==> src/rtl/hz_tag_pipe.sv <==
// Hazard-unit tag pipeline: carries the register tags of issued instructions through EX, MEM and WB.
// It also counts the bubbles that hazard stalls and flushes force into EX.
module hz_tag_pipe #(
  parameter int CNT_W = 16
) (
  input  logic             clk,
  input  logic             reset,
  input  logic             valid_iss_i,
  input  logic [4:0]       rs_iss_i,
  input  logic [4:0]       rt_iss_i,
  input  logic [4:0]       rd_iss_i,
  input  logic             reg_wr_iss_i,
  input  logic             mem_to_reg_iss_i,
  input  logic             stall_iss_hz_i,
  input  logic             flush_ex_hz_i,
  output logic             issue_ack_o,
  output logic [4:0]       rs_ex_mem_hz_o,
  output logic [4:0]       rt_ex_mem_hz_o,
  output logic             mem_to_reg_ex_mem_hz_o,
  output logic [4:0]       rd_mem_wb_hz_o,
  output logic             reg_wr_mem_wb_hz_o,
  output logic [4:0]       rd_wb_ret_hz_o,
  output logic             reg_wr_wb_ret_hz_o,
  output logic             valid_ex_o,
  output logic             valid_mem_o,
  output logic             valid_wb_o,
  output logic [CNT_W-1:0] bubble_cnt_o
);

  logic [4:0] rd_ex;
  logic       reg_wr_ex;
  logic       hz_bubble;

  assign issue_ack_o = valid_iss_i & ~stall_iss_hz_i & ~flush_ex_hz_i;
  // Only bubbles caused by a hazard are counted; idle issue slots are not.
  assign hz_bubble   = ~issue_ack_o & (stall_iss_hz_i | flush_ex_hz_i);

  always_ff @(posedge clk) begin
    if (reset) begin
      valid_ex_o             <= 1'b0;
      rs_ex_mem_hz_o         <= 5'd0;
      rt_ex_mem_hz_o         <= 5'd0;
      rd_ex                  <= 5'd0;
      reg_wr_ex              <= 1'b0;
      mem_to_reg_ex_mem_hz_o <= 1'b0;
    end else if (issue_ack_o) begin
      valid_ex_o             <= 1'b1;
      rs_ex_mem_hz_o         <= rs_iss_i;
      rt_ex_mem_hz_o         <= rt_iss_i;
      rd_ex                  <= rd_iss_i;
      // A write to r0 is dropped here so it can never match a forwarding compare.
      reg_wr_ex              <= reg_wr_iss_i & (rd_iss_i != 5'd0);
      mem_to_reg_ex_mem_hz_o <= mem_to_reg_iss_i;
    end else begin
      valid_ex_o             <= 1'b0;
      rs_ex_mem_hz_o         <= 5'd0;
      rt_ex_mem_hz_o         <= 5'd0;
      rd_ex                  <= 5'd0;
      reg_wr_ex              <= 1'b0;
      mem_to_reg_ex_mem_hz_o <= 1'b0;
    end
  end

  always_ff @(posedge clk) begin
    if (reset) begin
      valid_mem_o        <= 1'b0;
      rd_mem_wb_hz_o     <= 5'd0;
      reg_wr_mem_wb_hz_o <= 1'b0;
      valid_wb_o         <= 1'b0;
      rd_wb_ret_hz_o     <= 5'd0;
      reg_wr_wb_ret_hz_o <= 1'b0;
    end else begin
      valid_mem_o        <= valid_ex_o;
      rd_mem_wb_hz_o     <= rd_ex;
      reg_wr_mem_wb_hz_o <= reg_wr_ex;
      valid_wb_o         <= valid_mem_o;
      rd_wb_ret_hz_o     <= rd_mem_wb_hz_o;
      reg_wr_wb_ret_hz_o <= reg_wr_mem_wb_hz_o;
    end
  end

  // Saturating counter: holds at all-ones rather than wrapping.
  always_ff @(posedge clk) begin
    if (reset) begin
      bubble_cnt_o <= '0;
    end else if (hz_bubble && (bubble_cnt_o != {CNT_W{1'b1}})) begin
      bubble_cnt_o <= bubble_cnt_o + 1'b1;
    end
  end

endmodule

==> config.mk <==
export PLATFORM = sky130hd
export DESIGN_NAME = hz_tag_pipe
export DESIGN_NICKNAME = d
export VERILOG_FILES = /design/src/rtl/hz_tag_pipe.sv
export SDC_FILE = /design/constraint.sdc
export NUM_CORES = 1
export LEC_CHECK = 0
export ABC_AREA = 1
export CAP_MARGIN = 20
export CORE_MARGIN = 2
export CORE_UTILIZATION = 40
export DETAILED_ROUTE_END_ITERATION = 10
export PLACE_DENSITY = 0.81
export SLEW_MARGIN = 40
export SYNTH_ARGS = -nofsm -noshare
export SYNTH_HDL_FRONTEND = slang
export SYNTH_SLANG_ARGS = --single-unit
==> constraint.sdc <==
create_clock -name clk -period 1.3 [get_ports clk]
set_input_delay 0.325 -clock clk [delete_from_list [all_inputs] [get_ports clk]]
set_output_delay 0.325 -clock clk [all_outputs]
set_load 0.02 [all_outputs]
==> impl_metrics.toml <==
[worst_setup_path]
slowest_stage = "dfxtp_4"
cpLargestDelayFamily = "simple AND/OR/NAND/NOR gates"
slowest_delay_ps = 370
end_kind = "register"
arrival_ps = 1510
critPathBufInv = 2
reg2reg_slack_ps = -20
path_cells = "ha_4 > inv_4 > nor2_8 > buf_6 > nand3_1 > nor3_1 > nor2_1"
rr_startpoint = "bubble_cnt_o[1]"
critPathMaxFanout = 4
ff2ff_path_depth = 7
path_class = "register to register"
r2r-end = "bubble_cnt_o[12]"
worst_setup_path_start_kind = "register"
worstPathRequired_ps = 1490

[run_status]
failed_checks = "setup timing"
outcome = "complete, but fails checks"

[min_path]
whs_endpoint = "rd_mem_wb_hz_o[1]"
hold_start = "rd_ex[1]"
hold_class = "register to register"
hold_path_depth = 2

[grt]
grt_use_total_pct = 17.4
grt_max_degree = 17
first_global_vias = 1682
grt_overflow = 0
grt_pass1_wl_um = 7080
antenna_found_initial = 0

[sta]
final.setup.worst_slack_ps = -23.6
final.setup.tns_ps = -28.6
rsz0062_at_grt = "yes"
slew_viol_final = 0
final.min_clock_period_ps = 1320
fin_skew_ps = 7.46
whs_ps = 405
setup_viol = 2
timing.slew.headroom_pct = 83.2
finalCritPeriodShare_pct = 102
worst_slew_pin_slew_ps = 249
fmax_mhz = 756
hold_viol = 0

[synthesis]
synth_cells = 251
ys_seq_elements = 48
yosys_warnings = 0
syn_area_um2 = 1890
synth-seq-area-share_pct = 50.9
synth_fp_nets = 274
synth.avg_cell_area_um2 = 7.53
yosys.cell_types.count = 21

[clock_network]
clkLatencyLatePin_ps = 300
cts.sinks = 48
max-clock-path-buffers = 2
clockRootBuffer = "clkbuf_8"
hold_buffers = 0
clkTransAtPathRegs_ps = 90
cts_tree = "done"
cts_buffers = 5
h-tree-depth = 2

[pwr]
power_density_nw_per_um2 = 957
power_mw = 2.81
p_leak_nw = 1.31
ir_drop_uv = 781

[die]
start_util_pct = 40.8
die_area_um2 = 5290
ios = 65
rows = 25
design.core.area_um2 = 4630
die-width_um = 72.7
die_h_um = 72.7

[finish]
nNetsFinal = 364
final_util_pct = 63.4
nFillCells = 397
final_cells = 396
diodes = 0
syn_to_final_growth_pct = 55.3
drive_above_1_share_pct = 35.1

[routing]
initialDrtViolationCount = 118
drc_errors = 0
first_pass_iters = 7
routed_wl_um = 4350
routed_via_density = 4.53
wl_per_cell_um = 11.0
vias = 1793
antenna_left = 0

[placed_design]
port_buffers = 64
dp_hpwl_um = 3210
place.gp.congestion = 0.821
dp.cells = 386

[run]
maxCapViolCount = 0
-- registers in the layout, summed over array words and instances, names as in the netlist --
register,count
bubble_cnt_o,16
rd_ex,5
rd_mem_wb_hz_o,5
rd_wb_ret_hz_o,5
rs_ex_mem_hz_o,5
rt_ex_mem_hz_o,5
mem_to_reg_ex_mem_hz_o,1
reg_wr_ex,1
reg_wr_mem_wb_hz_o,1
reg_wr_wb_ret_hz_o,1
valid_ex_o,1
valid_mem_o,1
valid_wb_o,1
-- cells in the mapped netlist --
master    instances  area, um2
nand3_2           3       30.0
nand2_2           4       25.0
nor2_1           68        255
a21oi_1          10       50.1
nor2_8            1       20.0
inv_1            39        146
nand4_2           1       12.5
nor4_1            1       6.26
nand2_1          41        154
clkbuf_1          2       7.51
ha_1              1       12.5
nand3_1          13       65.1
nor3_1            2       10.0
dfxtp_1          48        961
o21bai_1          1       7.51
o21ai_0           2       10.0
nor2_4            4       45.0
buf_6             3       33.8
buf_2             1       5.00
nor2_2            4       25.0
inv_2             2       7.51
-- stage by stage --
| stage | instance area [um2] | setup WS [ps] |
|---|---|---|
| after floorplan | 1920 | 3.96 |
| after global placement | 2770 | -688 |
| after detailed placement | 2770 | -701 |
| after CTS | 2930 | -67.9 |
| after global routing | 2930 | -80.1 |
| final | 2930 | -23.6 |
-- report_power, final --
part	total [mW]	switching [mW]	internal (mW)
Clock	1.06	0.486	0.569
Sequential	1.50	0.0142	1.49
Combinational	0.250	0.122	0.129
Total	2.81	0.622	2.19
-- how the worst max path moves through the flow --
stage | from | slack (ps) | cells past startpoint | to
2_1_floorplan | bubble_cnt_o[14] | 4 | 6 | bubble_cnt_o[15]
3_3_place_gp | stall_iss_hz_i | -690 | 5 | issue_ack_o
3_5_place_dp | stall_iss_hz_i | -700 | 5 | issue_ack_o
4_1_cts | stall_iss_hz_i | -70 | 5 | issue_ack_o
5_1_grt | bubble_cnt_o[13] | -80 | 9 | bubble_cnt_o[1]
6_report | bubble_cnt_o[1] | -20 | 7 | bubble_cnt_o[12]
-- layout make-up --
cell class | instances | area [um2] | share of cell area, %
Clock inverter | 3 | 42.5 | 1.45
Multi-Input combinational cell | 156 | 847 | 28.9
Sequential cell | 48 | 987 | 33.6
Clock buffer | 5 | 68.8 | 2.35
Tap cell | 54 | 67.6 | 2.30
Timing Repair Buffer | 89 | 762 | 26.0
Inverter | 41 | 159 | 5.42
-- timing repair --
item,4_1_cts,5_1_grt
pin swaps,8,9
endpoints found under the setup margin,59,49
buffers inserted,1,1
hold endpoints to repair,0,0
gates resized for setup,104,62
-- worst reg2reg max path: stages (launching register included) --
cell	delay, ps
dfxtp_4	370
ha_4	140
inv_4	40
nor2_8	140
buf_6	130
nand3_1	120
nor3_1	210
nor2_1	70
-- layout by cell type, fill, tap and decap left out, types with 2 or more instances in the layout --
cell,n
dfxtp_1,33
buf_4,20
nand2_1,35
nand3_1,10
dfxtp_4,3
clkdlybuf4s15_1,13
nand3_2,5
nor2_2,8
nor2_4,9
buf_2,5
nor2_1,59
inv_1,37
inv_4,2
clkbuf_2,15
a21oi_1,8
inv_2,2
clkbuf_8,5
clkdlybuf4s15_2,7
clkdlybuf4s50_1,18
a21oi_2,2
dlygate4sd2_1,4
nand2_2,10
dfxtp_2,12
buf_6,6
-- kinds of logic (layout without fill, tap and decap cells) --
family | after synthesis | in the layout | share of synthesized area, %
AOI/OAI and AO/OA | 13 | 13 | 3.58
adders and majority gates | 1 | 1 | 0.662
buffers and inverters | 47 | 138 | 10.6
DFF | 48 | 48 | 50.9
and+or+nand+nor | 142 | 142 | 34.3
-- per-layer routing --
| metal | track usage (%) | vias to the layer above | share of wire, % |
|---|---|---|---|
| met5 | 0 | - | 0 |
| met4 | 5.76 | 0 | 1.1 |
| met3 | 7.04 | 8 | 7.9 |
| met2 | 30.8 | 61 | 50 |
| met1 | 18.8 | 797 | 41 |
| li1 | - | 927 | - |
(Power assumes the default switching activity.)
